[config.mk]
export PLATFORM = sky130hd
export DESIGN_NAME = mem_arbiter
export DESIGN_NICKNAME = d
export VERILOG_FILES = /design/src/rtl/mem_arb_pkg.sv /design/src/rtl/mem_arbiter_arb2.sv /design/src/rtl/mem_arbiter.sv
export SDC_FILE = /design/constraint.sdc
export NUM_CORES = 1
export LEC_CHECK = 0
export ABC_CLOCK_PERIOD_IN_PS = 1720
export BUFFER_PORTS_ARGS = -buffer_cell sky130_fd_sc_hd__buf_4
export CORE_ASPECT_RATIO = 1.4
export CORE_MARGIN = 2
export CORE_UTILIZATION = 30
export DETAILED_ROUTE_END_ITERATION = 10
export PLACE_DENSITY = 0.62
export SLEW_MARGIN = 0
export SYNTH_ARGS = -nofsm -noshare
export SYNTH_HDL_FRONTEND = slang
export SYNTH_HIERARCHICAL = 1
export SYNTH_SLANG_ARGS = --single-unit
[constraint.sdc]
create_clock -name clk -period 1.72 [get_ports clk]
set_input_delay 0.086 -clock clk [delete_from_list [all_inputs] [get_ports clk]]
set_output_delay 0.086 -clock clk [all_outputs]
set_load 0.02 [all_outputs]
[src/rtl/mem_arb_pkg.sv]
// mem_arb_pkg: shared types and constants for the unified-memory arbiter.
//   state_e      : arbiter FSM states (IDLE, WAIT, RESP)
//   REQ_IF/REQ_D : requester IDs; also the bit positions in the one-hot grant
//   req_onehot() : converts a requester ID into its one-hot grant vector
package mem_arb_pkg;

    typedef enum logic [1:0] {
        IDLE = 2'd0,
        WAIT = 2'd1,
        RESP = 2'd2
    } state_e;

    localparam logic REQ_IF = 1'b0;
    localparam logic REQ_D  = 1'b1;

    function automatic logic [1:0] req_onehot(input logic id);
        logic [1:0] oh;
        oh     = 2'b00;
        oh[id] = 1'b1;
        return oh;
    endfunction

endpackage

[src/rtl/mem_arbiter_arb2.sv]
// arb2: two-way request arbiter producing a one-hot grant (bit REQ_IF / REQ_D).
//   en      in  arbitration allowed this cycle (FSM in IDLE or RESP, not in reset)
//   if_req  in  fetch request
//   d_req   in  data request
//   gnt     out one-hot grant, 2'b00 when nothing is granted
// Build option MEM_ARB_RR_EN: round-robin on ties using a last-winner flag
// (clk/rst_n ports exist only in that build). Without it: data beats fetch.
module arb2
    import mem_arb_pkg::*;
(
`ifdef MEM_ARB_RR_EN
    input  logic       clk,
    input  logic       rst_n,
`endif
    input  logic       en,
    input  logic       if_req,
    input  logic       d_req,
    output logic [1:0] gnt
);

`ifdef MEM_ARB_RR_EN
    logic last_q;
    logic last_d;

    // Grant selection: on a tie the requester that did not win last time goes first.
    always_comb begin
        gnt = 2'b00;
        if (!en) begin
            gnt = 2'b00;
        end else if (d_req && if_req) begin
            gnt = (last_q == REQ_D) ? req_onehot(REQ_IF) : req_onehot(REQ_D);
        end else if (d_req) begin
            gnt = req_onehot(REQ_D);
        end else if (if_req) begin
            gnt = req_onehot(REQ_IF);
        end else begin
            gnt = 2'b00;
        end
    end

    // Last-winner next value: only moves when a grant is actually issued.
    always_comb begin
        last_d = last_q;
        if (gnt[REQ_D]) begin
            last_d = REQ_D;
        end else if (gnt[REQ_IF]) begin
            last_d = REQ_IF;
        end else begin
            last_d = last_q;
        end
    end

    // Last-winner flag; resets to "fetch last" so data wins the first tie.
    always_ff @(posedge clk or negedge rst_n) begin
        if (!rst_n) begin
            last_q <= REQ_IF;
        end else begin
            last_q <= last_d;
        end
    end
`else
    // Fixed priority: data beats fetch.
    always_comb begin
        gnt = 2'b00;
        if (!en) begin
            gnt = 2'b00;
        end else if (d_req) begin
            gnt = req_onehot(REQ_D);
        end else if (if_req) begin
            gnt = req_onehot(REQ_IF);
        end else begin
            gnt = 2'b00;
        end
    end
`endif

endmodule

[src/rtl/mem_arbiter.sv]
// mem_arbiter: shares one single-port memory between the instruction-fetch
// port and the load/store port. Accesses are serialised; each one is issued
// for exactly one cycle, waits MEM_LAT cycles for mem_rdata, then produces a
// one-cycle completion pulse with registered read data.
// Parameters: ADDR_W, DATA_W, MEM_LAT (>=1, issue-to-data latency).
// Ports:
//   clk, rst_n (async active-low)
//   if_req/if_addr -> if_gnt, if_rvalid, if_rdata            fetch port
//   d_req/d_we/d_addr/d_wdata -> d_gnt, d_done, d_rdata      load/store port
//   mem_en/mem_we/mem_addr/mem_wdata, mem_rdata              memory side
//   cpu_stall                                                freeze the CPU
// Build option MEM_ARB_RR_EN: round-robin arbitration instead of data-first.
module mem_arbiter
    import mem_arb_pkg::*;
#(
    parameter int ADDR_W  = 32,
    parameter int DATA_W  = 32,
    parameter int MEM_LAT = 2
) (
    input  logic              clk,
    input  logic              rst_n,
    input  logic              if_req,
    input  logic [ADDR_W-1:0] if_addr,
    output logic              if_gnt,
    output logic              if_rvalid,
    output logic [DATA_W-1:0] if_rdata,
    input  logic              d_req,
    input  logic              d_we,
    input  logic [ADDR_W-1:0] d_addr,
    input  logic [DATA_W-1:0] d_wdata,
    output logic              d_gnt,
    output logic              d_done,
    output logic [DATA_W-1:0] d_rdata,
    output logic              mem_en,
    output logic              mem_we,
    output logic [ADDR_W-1:0] mem_addr,
    output logic [DATA_W-1:0] mem_wdata,
    input  logic [DATA_W-1:0] mem_rdata,
    output logic              cpu_stall
);

    localparam int              CNT_W    = $clog2(MEM_LAT + 1);
    localparam logic [CNT_W-1:0] CNT_LOAD = CNT_W'(MEM_LAT - 1);
    localparam logic [CNT_W-1:0] CNT_ONE  = CNT_W'(1);

    state_e             state_q, state_d;
    logic [CNT_W-1:0]   cnt_q, cnt_d;
    logic               owner_q, owner_d;
    logic               owner_we_q, owner_we_d;
    logic               if_rvalid_q, if_rvalid_d;
    logic               d_done_q, d_done_d;
    logic [DATA_W-1:0]  if_rdata_q, if_rdata_d;
    logic [DATA_W-1:0]  d_rdata_q, d_rdata_d;

    logic               arb_en_s;
    logic [1:0]         gnt_s;

    // Grants are only legal in IDLE/RESP; rst_n gating keeps the strobes low while in reset.
    assign arb_en_s = rst_n && (state_q != WAIT);

    arb2 u_arb2 (
`ifdef MEM_ARB_RR_EN
        .clk    (clk),
        .rst_n  (rst_n),
`endif
        .en     (arb_en_s),
        .if_req (if_req),
        .d_req  (d_req),
        .gnt    (gnt_s)
    );

    // Next-state, latency counter and response capture.
    always_comb begin
        state_d     = state_q;
        cnt_d       = cnt_q;
        owner_d     = owner_q;
        owner_we_d  = owner_we_q;
        if_rvalid_d = 1'b0;
        d_done_d    = 1'b0;
        if_rdata_d  = if_rdata_q;
        d_rdata_d   = d_rdata_q;
        case (state_q)
            IDLE, RESP: begin
                if (gnt_s != 2'b00) begin
                    state_d    = WAIT;
                    cnt_d      = CNT_LOAD;
                    owner_d    = gnt_s[REQ_D] ? REQ_D : REQ_IF;
                    owner_we_d = gnt_s[REQ_D] & d_we;
                end else begin
                    state_d = IDLE;
                end
            end
            WAIT: begin
                if (cnt_q == '0) begin
                    state_d = RESP;
                    if (owner_q == REQ_D) begin
                        d_done_d = 1'b1;
                        // Stores complete without touching the load data register.
                        if (!owner_we_q) begin
                            d_rdata_d = mem_rdata;
                        end else begin
                            d_rdata_d = d_rdata_q;
                        end
                    end else begin
                        if_rvalid_d = 1'b1;
                        if_rdata_d  = mem_rdata;
                    end
                end else begin
                    cnt_d = cnt_q - CNT_ONE;
                end
            end
            default: begin
                state_d = IDLE;
            end
        endcase
    end

    // Memory-side drive: winner's command during the grant cycle, all zeros otherwise.
    always_comb begin
        mem_en    = |gnt_s;
        mem_we    = 1'b0;
        mem_addr  = '0;
        mem_wdata = '0;
        if (gnt_s[REQ_D]) begin
            mem_we    = d_we;
            mem_addr  = d_addr;
            mem_wdata = d_wdata;
        end else if (gnt_s[REQ_IF]) begin
            mem_addr  = if_addr;
        end else begin
            mem_we    = 1'b0;
        end
    end

    // FSM and response registers; reset abandons any in-flight access.
    always_ff @(posedge clk or negedge rst_n) begin
        if (!rst_n) begin
            state_q     <= IDLE;
            cnt_q       <= '0;
            owner_q     <= REQ_IF;
            owner_we_q  <= 1'b0;
            if_rvalid_q <= 1'b0;
            d_done_q    <= 1'b0;
            if_rdata_q  <= '0;
            d_rdata_q   <= '0;
        end else begin
            state_q     <= state_d;
            cnt_q       <= cnt_d;
            owner_q     <= owner_d;
            owner_we_q  <= owner_we_d;
            if_rvalid_q <= if_rvalid_d;
            d_done_q    <= d_done_d;
            if_rdata_q  <= if_rdata_d;
            d_rdata_q   <= d_rdata_d;
        end
    end

    assign if_gnt    = gnt_s[REQ_IF];
    assign d_gnt     = gnt_s[REQ_D];
    assign if_rvalid = if_rvalid_q;
    assign d_done    = d_done_q;
    assign if_rdata  = if_rdata_q;
    assign d_rdata   = d_rdata_q;
    assign cpu_stall = (if_req & ~if_rvalid_q) | (d_req & ~d_done_q);

endmodule

### Word-level counts from Yosys, hierarchy flattened

Index checks and enable logic that the tools add are counted.

* mux-type cells: 20
* reduce and logical (&&, ||, !) cells: 11
* $lt $le $gt $ge: 0
* div/mod/pow operators: 0
* shift-type cells: 0
* $add $sub $neg: 1
* equal/unequal tests: 6
* $mul: 0
* bitwise operators: 8

Operator list (count)
* 32-bit two-way mux: 3
* 1-bit two-way mux: 10
* 2-bit two-way mux: 5
* 2-bit case mux with 2 select lines: 2
* 2-bit != test, second input constant: 3
* 3-bit AND reduction: 2
* 2-bit logical NOT: 2
* 1-bit NOT: 4
* 4-bit AND reduction: 1
* 2-bit nonzero test: 2
* 2-bit OR reduction: 2
* 1-bit bitwise AND: 3
* 2-bit by 1-bit == test with 1-bit output, second input constant: 1
* 2-bit == test, second input constant: 1
* 2-bit by 1-bit != test with 1-bit output, second input constant: 1
* 2-bit AND reduction: 1
* 2-bit by 1-bit subtractor with 2-bit output, second input constant: 1
* 1-bit logical AND: 1
* 1-bit bitwise OR: 1

* logic and storage cells: 54
* memories: 0
* RAM bits: 0
* bits of input ports: 133
* memory bits (read-only): 0
* bits in latches: 0
* output and inout port bits: 135
* register bits: 72

### Longest topological paths before layout

* depth after elaboration: 6
* depth in mapped cells: 7
* depth with buffers taken out: 6

### Hierarchy

The synthesis kept the hierarchy.

Modules (own cells, without submodules)
* mem_arbiter: seq. area each 1801.7 um2, cells an instance 249, times used 1, area each 3564.7 um2
* arb2: seq. area each 0.0 um2, cells an instance 2, times used 1, area each 16.3 um2

### Least setup slack after synthesis

Ideal clock, no wire load.

* path kind: register to output
* from: register state_q[0]
* to: output mem_addr[10]
* path buffers: 2
* data required time: 1.634 ns
* path slack: -0.176 ns
* cell stages (with the launch flop): 8
* data arrival time: 1.810 ns
* cell sequence: dfrtp_1 -> buf_6 -> a21boi_0 -> and3b_1 -> inv_1 -> nor2_1 -> clkbuf_1 -> a22o_1

* word-level cells in the longest chain between the ends: 5

Ends and longest elaborated chain
* from (decl): line mem_arbiter.sv:46 `state_e state_q, state_d;`
* from (signal assigned): line mem_arbiter.sv:147 `state_q <= state_d;`
* 2-bit by 1-bit != test with 1-bit output: line mem_arbiter.sv:59 `assign arb_en_s = rst_n && (state_q != WAIT);`
* 1-bit logical AND: line mem_arbiter.sv:59
* net arb_en_s: line mem_arbiter.sv:55 `logic arb_en_s;`
* 2-bit two-way mux: line mem_arbiter_arb2.sv:65 `if (!en) begin`
* net if_gnt: line mem_arbiter.sv:24 `output logic if_gnt,`
* 32-bit two-way mux: line mem_arbiter.sv:128 `end else if (gnt_s[REQ_IF]) begin`
* 32-bit two-way mux: line mem_arbiter.sv:124 `if (gnt_s[REQ_D]) begin`
* to (decl): line mem_arbiter.sv:36 `output logic [ADDR_W-1:0] mem_addr,`

The timed path passes the listed nets, and every way through them passes these cells.

### Worst setup path after layout

* from: register state_q[1]
* to: output mem_addr[11]

* word-level cells in the longest chain between the ends: 5

Ends and longest elaborated chain (line)
* 2-bit by 1-bit != test with 1-bit output (*): mem_arbiter.sv:59
* 1-bit logical AND (*): mem_arbiter.sv:59
* net arb_en_s: mem_arbiter.sv:55
* 2-bit two-way mux (*): mem_arbiter_arb2.sv:65
* 32-bit two-way mux: mem_arbiter.sv:128
* 32-bit two-way mux (*): mem_arbiter.sv:124

The timed path passes the listed nets; every way through them passes the cells marked *.

==> run metrics <==
Hold WC Path Type=input pin to asynchronous set/reset pin; antenna-violating nets left=0; largest net degree at the start of global routing=73; Syn-to-layout area delta=101%; layout cells sized above 1=between 70% and 80%; grt ovf=0; Worst Tran Pin Value=0.915 ns; total CTS buffers=9; Yosys top cell area share=about half; final period utilization=107%; Antenna Cells=0; die area=12,800 sq um; via/cell ratio=roughly 4.7; drt wl/cell=~20 um; clk root buf=clkbuf_16; Post-DP Area=5790 sq um; CTS H-tree depth=3; CTS tree=built; Die Wd=96.3 um; final setup vio count=92; GRT Total Usage=a little over a fifth; total core area=11,800 sq um; DRC viols=0; Setup CP Type=flip-flop to output pin; max-slew violations=0; Static Leak=3.60 nW; Synth Warn #=6; clock edge transition at the registers on the reported setup and hold paths=0.06 ns; VDD IR max=about 600 uV; Layout Cells excl Fill=729; Required @ worst endpoint=1.63 ns; ranking of synthesized cells by area=dfrtp_1 (50%), mux2_4 (25%), a22o_1 (7.8%), and2_1 (5.8%), buf_6 (1.9%); Initial Utilization=30.4%; first-pass GRT wire length=between 20 and 25 mm; clk sinks=72; endpoint class of the critical path=output pin; Final HPWL DP=around 10 mm; max cap viols=0; overall power=11.0 mW; fmax=545 MHz; Worst Skew=~0.0069 ns; initial antenna violation count=0; via count=3,404; Final WS setup=-0.115 ns; failing checks=negative setup slack; unrepaired setup endpoints after global routing=yes; area leader, netlist=dfrtp_1; pwr dens=1530 nW/um^2; CP Launch Type=flip-flop; vias in the first global route=3,565; die height=roughly 130 um; pre-CTS setup slack=-0.0396 ns; IO Pins=268; Clock Tree Buf Depth=2; RePlAce Congestion=0.772; syn avg cell area=14.3 sq um; hold_ws=0.00201 ns; Rel. slew slack=39.0%; WL final=14.6 mm; Final Critical Period=between 1.5 and 2 ns; Final #Nets=about 710; CP Data Arrival Time=1.75 ns; Post-Syn Nets=385; Post-Synthesis Cells=around 250; placed insts=661; Clock Latency Late Sink=0.33 ns; #FFs+latches synth=72; mapped cell area=3580 sq um; DR pass1 iterations=4; cell area after layout=7190 sq um; critical path peak fanout=32; Rows=47; Hold Vio Cnt, Final=0; Iter 0 DRT Violations=81; sequential share of the synthesized area=50.3%; port bufs=roughly 270; Distinct cells, synth=23; status=complete, but fails checks
==> report_power, final <==
group / leakage, nW / switching, mW / internal (mW) / total (mW)
registers: 0.874 / 0.531 / 2.53 / 3.06
logic: 2.58 / 2.65 / 3.44 / 6.09
clock network: 0.145 / 0.704 / 1.15 / 1.86
==> cell usage after synthesis (all sizes together) <==
| cell | count |
|---|---|
| clkbuf | 10 |
| ha | 1 |
| o21a | 1 |
| mux2 | 65 |
| buf | 9 |
| o31ai | 1 |
| a22o | 32 |
| a21boi | 1 |
| and3b | 3 |
| nor2b | 1 |
| and2 | 34 |
| o21ai | 6 |
| nor3 | 1 |
| o22ai | 1 |
| or3b | 1 |
| nor2 | 2 |
| inv | 9 |
| nand2 | 1 |
| dfrtp | 72 |
==> layout by cell type (no fill, tap or decap), types with 2 or more instances in the layout <==
cell / count
a22o_1: 32
and2_1: 4
and2_4: 30
and3b_2: 2
buf_12: 10
buf_16: 6
buf_4: 220
buf_6: 62
buf_8: 3
clkbuf_16: 12
clkinv_2: 2
dfrtp_1: 72
dlygate4sd3_1: 30
inv_1: 6
inv_2: 3
mux2_2: 3
mux2_4: 62
nor2_4: 2
o21ai_0: 6
==> cell type report <==
| class | instances | area (sq um) |
|---|---|---|
| well taps | 147 | 184 |
| clock inverters | 5 | 56.3 |
| flip-flops and latches | 72 | 1800 |
| repair buffers | 335 | 3170 |
| multi-input cells | 151 | 1710 |
| inverters | 9 | 33.8 |
| fillers | 933 | 4570 |
| clock buffers | 10 | 239 |
==> timing repair <==
item                                    4_1_cts  5_1_grt
hold buffers                                 30        0
pin swaps                                     1        3
cloned                                        7        4
gates resized for setup                      46       70
buffers inserted                              4        8
endpoints found under the setup margin       84      126
endpoints found under the hold margin        56        0
==> sequential cells by signal, summed over array words and instances, names as in the netlist <==
signal / flops
if_rdata: 32
state_q: 2
if_rvalid: 1
d_rdata: 32
cnt_q: 2
owner_we_q: 1
d_done: 1
owner_q: 1
==> worst max-delay path, cell delays in order, from the launching register on <==
cell	delay (ns)
dfrtp_1	0.34
inv_1	0.05
a21boi_2	0.15
and3b_2	0.22
inv_2	0.05
nor2_4	0.09
buf_12	0.18
a22o_1	0.19
buf_6	0.14
==> cells by family (layout without fill, tap and decap cells) <==
group | Yosys count | count (layout) | share of synthesized area [%]
adder cells (fa/ha/maj) | 1 | 1 | 0.349
AO/OA/AOI/OAI | 42 | 42 | 9.47
AND/OR/NAND/NOR | 43 | 43 | 7.69
multiplexers | 65 | 65 | 26.6
flip-flops | 72 | 72 | 50.3
buffers and inverters | 28 | 359 | 5.56
==> metal layers <==
metal | vias up | share of wire [%] | GRT usage, %
li1 | 1551 | - | -
met1 | 1649 | 36 | 25.5
met2 | 184 | 52 | 37.3
met3 | 20 | 9.3 | 7.41
met4 | 0 | 2.2 | 6.42
met5 | - | 0 | 0
==> per-stage QoR <==
step / util, % / TNS [ns]
after global placement: 49.2 / 0
final: 61.1 / -4.05
after CTS: 58.0 / -8.29
after global routing: 61.1 / -12.89
after detailed placement: 49.2 / -0.0673
after floorplan: - / -0.529
==> final timing paths <==
kind,from,to,slack [ns],cells after the start
max in group asynchronous,rst_n,if_rdata[6],1.11,2
max,state_q[1],mem_addr[11],-0.12,8
min,rst_n,owner_we_q,0.002,2
max reg2reg,state_q[1],d_rdata[21],-0.05,6
min in group clk,mem_rdata[15],d_rdata[15],0.01,2
min reg2reg,if_rdata[2],if_rdata[2],0.51,1
(Power assumes the default switching activity.)
